File: src/rtl/vga_controller.sv
// vga_controller
//   Display-side reader of the RGB565 framebuffer. Generates VGA timing from
//   the system clock with a pixel-enable divider, issues linear framebuffer
//   read addresses, and converts returned RGB565 words to 4-bit-per-channel
//   VGA colour. Colour and sync outputs are registered together, so they stay
//   aligned.
//
// Ports
//   clk_i          system clock
//   rst_n_i        synchronous active-low reset
//   enable_i       run enable; low clears the counters and blanks the outputs
//   fb_addr_o      framebuffer read address of the current pixel (held per pixel)
//   fb_rd_o        read strobe, high while the current pixel is visible
//   fb_data_i      RGB565 read data, valid RD_LATENCY_G clocks after the address
//   vga_r/g/b_o    4-bit colour outputs
//   hsync_o        horizontal sync, active low
//   vsync_o        vertical sync, active low
//   frame_start_o  one-clock pulse when the counters wrap to (0,0)
module vga_controller #(
  parameter int DIV_G        = 4,
  parameter int RD_LATENCY_G = 1,
  parameter int H_VIS_G      = 640,
  parameter int H_FP_G       = 16,
  parameter int H_SYNC_G     = 96,
  parameter int H_BP_G       = 48,
  parameter int V_VIS_G      = 480,
  parameter int V_FP_G       = 10,
  parameter int V_SYNC_G     = 2,
  parameter int V_BP_G       = 33
) (
  input  logic        clk_i,
  input  logic        rst_n_i,
  input  logic        enable_i,
  output logic [18:0] fb_addr_o,
  output logic        fb_rd_o,
  input  logic [15:0] fb_data_i,
  output logic [3:0]  vga_r_o,
  output logic [3:0]  vga_g_o,
  output logic [3:0]  vga_b_o,
  output logic        hsync_o,
  output logic        vsync_o,
  output logic        frame_start_o
);

  localparam int H_TOT    = H_VIS_G + H_FP_G + H_SYNC_G + H_BP_G;
  localparam int V_TOT    = V_VIS_G + V_FP_G + V_SYNC_G + V_BP_G;
  localparam int FB_WORDS = H_VIS_G * V_VIS_G;
  localparam int DW       = (DIV_G > 1) ? $clog2(DIV_G) : 1;
  localparam int HW       = $clog2(H_TOT);
  localparam int VW       = $clog2(V_TOT);

  localparam logic [DW-1:0] DIV_LAST  = DW'(DIV_G - 1);
  localparam logic [HW-1:0] H_LAST    = HW'(H_TOT - 1);
  localparam logic [VW-1:0] V_LAST    = VW'(V_TOT - 1);
  localparam logic [HW-1:0] H_VIS     = HW'(H_VIS_G);
  localparam logic [VW-1:0] V_VIS     = VW'(V_VIS_G);
  localparam logic [HW-1:0] HS_BEG    = HW'(H_VIS_G + H_FP_G);
  localparam logic [HW-1:0] HS_END    = HW'(H_VIS_G + H_FP_G + H_SYNC_G - 1);
  localparam logic [VW-1:0] VS_BEG    = VW'(V_VIS_G + V_FP_G);
  localparam logic [VW-1:0] VS_END    = VW'(V_VIS_G + V_FP_G + V_SYNC_G - 1);
  localparam logic [18:0]   ADDR_LAST = 19'(FB_WORDS - 1);

  // Read data must land within the pixel period that presented the address.
  if (RD_LATENCY_G < 1 || RD_LATENCY_G > 2 || DIV_G < RD_LATENCY_G + 1) begin : g_param_chk
    $error("vga_controller: need RD_LATENCY_G in 1..2 and DIV_G >= RD_LATENCY_G + 1");
  end

  logic [DW-1:0] div_q, div_d;
  logic [HW-1:0] h_q, h_d;
  logic [VW-1:0] v_q, v_d;
  logic [18:0]   addr_q, addr_d;
  logic [3:0]    r_q, r_d, g_q, g_d, b_q, b_d;
  logic          hs_q, hs_d, vs_q, vs_d;

  logic pix_en, h_last, v_last, visible, hs_raw, vs_raw;

  // enable_i gates pix_en so a disable in the last divider clock wins.
  assign pix_en  = enable_i && (div_q == DIV_LAST);
  assign h_last  = (h_q == H_LAST);
  assign v_last  = (v_q == V_LAST);
  assign visible = (h_q < H_VIS) && (v_q < V_VIS);
  assign hs_raw  = !((h_q >= HS_BEG) && (h_q <= HS_END));
  assign vs_raw  = !((v_q >= VS_BEG) && (v_q <= VS_END));

  always_comb begin
    div_d  = div_q;
    h_d    = h_q;
    v_d    = v_q;
    addr_d = addr_q;
    r_d    = r_q;
    g_d    = g_q;
    b_d    = b_q;
    hs_d   = hs_q;
    vs_d   = vs_q;
    if (!enable_i) begin
      div_d  = '0;
      h_d    = '0;
      v_d    = '0;
      addr_d = '0;
      r_d    = '0;
      g_d    = '0;
      b_d    = '0;
      hs_d   = 1'b1;
      vs_d   = 1'b1;
    end else begin
      div_d = (div_q == DIV_LAST) ? '0 : div_q + 1'b1;
      if (pix_en) begin
        h_d = h_last ? '0 : h_q + 1'b1;
        if (h_last) v_d = v_last ? '0 : v_q + 1'b1;
        if (visible) addr_d = (addr_q == ADDR_LAST) ? '0 : addr_q + 1'b1;
        // Pixel just ending: its data is valid in this, its last, clock.
        r_d  = visible ? fb_data_i[15:12] : 4'd0;
        g_d  = visible ? fb_data_i[10:7]  : 4'd0;
        b_d  = visible ? fb_data_i[4:1]   : 4'd0;
        hs_d = hs_raw;
        vs_d = vs_raw;
      end
    end
  end

  always_ff @(posedge clk_i) begin
    if (!rst_n_i) begin
      div_q  <= '0;
      h_q    <= '0;
      v_q    <= '0;
      addr_q <= '0;
      r_q    <= '0;
      g_q    <= '0;
      b_q    <= '0;
      hs_q   <= 1'b1;
      vs_q   <= 1'b1;
    end else begin
      div_q  <= div_d;
      h_q    <= h_d;
      v_q    <= v_d;
      addr_q <= addr_d;
      r_q    <= r_d;
      g_q    <= g_d;
      b_q    <= b_d;
      hs_q   <= hs_d;
      vs_q   <= vs_d;
    end
  end

  // Low-order bits dropped by RGB565 -> RGB444 truncation.
  logic unused_bits;
  assign unused_bits = ^{fb_data_i[11], fb_data_i[6:5], fb_data_i[0]};

  assign fb_addr_o     = addr_q;
  assign fb_rd_o       = rst_n_i && enable_i && visible;
  assign frame_start_o = rst_n_i && pix_en && h_last && v_last;
  assign vga_r_o       = r_q;
  assign vga_g_o       = g_q;
  assign vga_b_o       = b_q;
  assign hsync_o       = hs_q;
  assign vsync_o       = vs_q;

endmodule

File: config.mk
export PLATFORM = sky130hd
export DESIGN_NAME = vga_controller
export DESIGN_NICKNAME = d
export VERILOG_FILES = /design/src/rtl/vga_controller.sv
export SDC_FILE = /design/constraint.sdc
export NUM_CORES = 1
export LEC_CHECK = 0
export ABC_CLOCK_PERIOD_IN_PS = 3800
export CORE_MARGIN = 2
export CORE_UTILIZATION = 40
export DETAILED_ROUTE_END_ITERATION = 12
export GPL_TIMING_DRIVEN = 0
export PLACE_DENSITY_LB_ADDON = 0.05
export RECOVER_POWER = 100
export SLEW_MARGIN = 25
export SYNTH_ARGS = -nofsm -noshare
export SYNTH_HDL_FRONTEND = slang
export SYNTH_SLANG_ARGS = --single-unit
File: constraint.sdc
create_clock -name clk_i -period 3.8 [get_ports clk_i]
set_clock_uncertainty 0.05 [all_clocks]
set_input_delay 0.76 -clock clk_i [delete_from_list [all_inputs] [get_ports clk_i]]
set_output_delay 0.76 -clock clk_i [all_outputs]
set_load 0.03 [all_outputs]
---- Word-level counts from Yosys, hierarchy flattened ----
Index checks and enable logic that the tools add are counted.
storage, ports and cells
  flip-flop bits (word level) ............. 55
cells by class
  bitwise logic cells ..................... 2
  multiplexer cells ....................... 6
  equality and inequality tests ........... 4
  magnitude comparators ................... 6
  add/subtract/negate cells ............... 4
  reduce and logical (&&, ||, !) cells .... 15
operators with widths
  operator                                                         count
  adder 10 x 1 -> 10 bit, second input constant                    2
  equality test 10 bit, second input constant                      2
  two-way mux 10 bit                                               2
  adder 19 x 1 -> 19 bit, second input constant                    1
  equality test 19 bit, second input constant                      1
  two-way mux 19 bit                                               1
  two-way mux 4 bit                                                3
  >= comparator 10 bit, second input constant                      1
  >= comparator 10 x 9 -> 1 bit, second input constant             1
  less-or-equal comparator 10 bit, second input constant           1
  less-or-equal comparator 10 x 9 -> 1 bit, second input constant  1
  < comparator 10 bit, second input constant                       1
  < comparator 10 x 9 -> 1 bit, second input constant              1
  logical AND 1 bit                                                9
  AND reduction 2 bit                                              3
  OR reduction 3 bit                                               1
  adder 2 x 1 -> 2 bit, second input constant                      1
  equality test 2 bit, second input constant                       1
  logical NOT 1 bit                                                2
  inverter 1 bit                                                   2

---- Logic depth before layout (Yosys ltp) ----
  word-level depth ........................ 5
  depth in mapped cells ................... 8
  mapped depth without buffers ............ 6

---- Worst setup path after synthesis ----
OpenSTA, ideal clock, no wires.
  kind .................................... input to output
  start point ............................. input port enable_i
  end point ............................... output port frame_start_o
  arrival ................................. 2.062 ns
  slack ................................... 0.928 ns
  path buffers ............................ 1
  stages on the path ...................... 4
  path through ............................ nand3_1 > or4_4 > buf_2 > nor2_1
on the way
  word-level cells in the longest chain between the ends .. 4
ends and longest elaborated chain
  item                             line  source
  from (decl)                      33    input logic enable_i,
  logical AND 1 bit                78    assign pix_en = enable_i && (div_q == DIV_LAST);
  logical AND 1 bit (3 in series)  151   assign frame_start_o = rst_n_i && pix_en && h_last && v_last;
  to (decl)                        42    output logic frame_start_o
No other way between the ends.

---- Worst setup path in the final report ----
Same ends and word-level chain as after synthesis.

==> flow_metrics.env <==
export IMPL_cts_sinks=55
export IMPL_outcome="completed"
export IMPL_crit_type="in2out"
export IMPL_multi_input_area_um2=1350
export IMPL_drv_cap=0
export IMPL_final_cells=425
export IMPL_portBuffers=49
export IMPL_rows=29
export IMPL_final_area_um2=3190
export IMPL_grt_pass1_wl_mm=10.1
export IMPL_worstPathArrival_ps=2850
export IMPL_syn2layout_area_growth_pct=25.0
export IMPL_synthCells=291
export IMPL_placed_cell_area_um2=3140
export IMPL_hold_class="reg2reg"
export IMPL_clkLatencyLatePin_ps=300
export IMPL_ys_async_sr_fraction=0
export IMPL_die_h_um=83.9
export IMPL_vias=2369
export IMPL_fillers=663
export IMPL_initial_utilization=0.407
export IMPL_layout_nets=372
export IMPL_route_detailed_drc=0
export IMPL_critPathLaunchType="input pin"
export IMPL_die_w_um=83.9
export IMPL_grt_pass1_vias=2177
export IMPL_tightestPinTransition_ps=972
export IMPL_period_share=0.963
export IMPL_fin_crit_ps=3660
export IMPL_synth_flop_cell="dfxtp_1"
export IMPL_crit_required_ps=2990
export IMPL_drtPass1Iterations=4
export IMPL_regArea_um2=1100
export IMPL_final_setup_tns_ps=0
export IMPL_rrSetupSlack_ps=840
export IMPL_fp_coreArea_um2=6280
export IMPL_gp_congestion=0.823
export IMPL_antenna_cells=0
export IMPL_rsz0062_at_grt="false"
export IMPL_layout_drive_gt1_share=0.0460
export IMPL_ir_drop_mv=0.163
export IMPL_syn_area_per_cell_um2=8.78
export IMPL_htree_levels=2
export IMPL_setup_violations=0
export IMPL_max_freq_mhz=273
export IMPL_yosysWarnings=0
export IMPL_routedWlPerCell_um=14.3
export IMPL_ios=54
export IMPL_whs_ps=389
export IMPL_syn_nets=316
export IMPL_synth_area_um2=2560
export IMPL_synth_edf_count=0
export IMPL_ys_types=41
export IMPL_path_clk_slew_ps=90
export IMPL_grt_antenna_before_repair=0
export IMPL_routed_wl_mm=6.10
export IMPL_cts_tree="done"
export IMPL_grt_total_usage=0.173
export IMPL_cts_buffer_depth=2
export IMPL_worstSetupEndpointType="primary output"
export IMPL_power_density_nw_per_um2=291
export IMPL_p_leak_uw=0.00106
export IMPL_path_max_fanout=10
export IMPL_maxSlewViolCount=0
export IMPL_overflow=0
export IMPL_root_buffer="clkbuf_8"
export IMPL_mostFrequentLayoutCell="dfxtp_1"
export IMPL_final_cell_mix="dfxtp_1 (55), dlygate4sd3_1 (34), nor2_1 (26), a21oi_1 (26), nand2_1 (19)"
export IMPL_antenna_left=0
export IMPL_via_per_inst=5.57
export IMPL_synth_seq_cells=55
export IMPL_grt_max_degree=16
export IMPL_ys_seq_area_frac=0.431
export IMPL_relSlewSlack=0.343
export IMPL_dpl_cell_count=417
export IMPL_final_hold_viol_count=0
export IMPL_hold_buffers=0
export IMPL_die_area_um2=7050
export IMPL_hpwl_mm=4.28
export IMPL_initialDrtViolationCount=102
export IMPL_numCtsBuffers=5
where the power goes:
group	internal (µW)	total (µW)	switching, µW
combinational	17.2	36.0	18.8
sequential	577	578	0.657
clock	130	317	187
synthesized netlist by cell type (all sizes together), types with 2 or more instances:
cell type | number | share of area
nor3 | 4 | 0.0078
o31ai | 13 | 0.044
and4 | 2 | 0.0069
and2 | 5 | 0.012
nand4 | 10 | 0.024
nor4bb | 2 | 0.0078
nand2 | 19 | 0.028
ha | 6 | 0.029
or3 | 12 | 0.029
or4b | 2 | 0.0078
xor2 | 4 | 0.014
clkbuf | 7 | 0.010
and3 | 5 | 0.012
xnor2 | 5 | 0.017
nand3 | 13 | 0.025
buf | 6 | 0.017
dfxtp | 55 | 0.43
nor2 | 26 | 0.038
a21oi | 28 | 0.058
nor4b | 4 | 0.014
a22oi | 13 | 0.038
or4 | 16 | 0.051
o21ai | 16 | 0.031
nand4b | 2 | 0.0069
inv | 6 | 0.0088
worst max-delay path: stages:
cell             delay (ps)
clkdlybuf4s50_1         610
nand3_2                 190
or4_4                   590
buf_2                   200
nor2_1                  100
dlygate4sd2_1           400
area by class of cell:
class,instances,area share
clock inverters,1,0.00157
clock buffers,7,0.0239
plain buffers,13,0.0172
flip-flops and latches,55,0.345
multi-input cells,217,0.422
inverters,6,0.00705
well taps,77,0.0302
repair buffers,49,0.153
cell families (layout without fill, tap and decap cells):
kind of cell,after synthesis,count (layout),synth area share
AOI/OAI and AO/OA,74,74,0.183
and+or+nand+nor,127,127,0.286
muxes,1,1,0.00392
buffers and inverters,19,76,0.0362
DFF,55,55,0.431
adders and majority gates,6,6,0.0294
xor gates and xnor gates,9,9,0.0308
routing by layer:
| metal | part of all wire | GRT usage | wire length [µm] |
|---|---|---|---|
| met1 | 0.49 | 0.227 | 2990 |
| met2 | 0.45 | 0.278 | 2740 |
| met3 | 0.050 | 0.0435 | 307 |
| met4 | 0.010 | 0.0587 | 61 |
| met5 | 0 | 0 | 0 |
sequential cells by signal, summed over array words and instances (netlist names):
| signal | count |
|---|---|
| hsync_o | 1 |
| v_q | 10 |
| fb_addr_o | 19 |
| h_q | 10 |
| vga_b_o | 4 |
| vsync_o | 1 |
| vga_r_o | 4 |
| div_q | 2 |
| vga_g_o | 4 |
per-stage QoR:
step / setup slack (ps) / util / power, µW
detailed placement: -207 / 0.501 / 629
floorplan: 928 / - / 606
CTS: 75.8 / 0.513 / 948
global placement: -189 / 0.501 / 629
finish: 140 / 0.509 / 931
global route: 10.7 / 0.509 / 972
path summary, 6_finish.rpt:
check                       from                          to  depth (start not counted)
max                     enable_i               frame_start_o                          6
min          div_q[0]$_SDFF_PP0_         div_q[0]$_SDFF_PP0_                          1
max reg2reg  div_q[0]$_SDFF_PP0_  fb_addr_o[11]$_SDFFE_PN0P_                          7
min reg2reg  div_q[0]$_SDFF_PP0_         div_q[0]$_SDFF_PP0_                          1
what timing repair did:
| item | 4_1_cts | 5_1_grt |
|---|---|---|
| setup endpoints to repair | 1 | 1 |
| resized for setup | 1 | 1 |
| cloned | 0 | 0 |
| buffers inserted | 0 | 0 |
| pin swaps | 0 | 0 |
No activity file was read; power rests on OpenSTA's default activity.
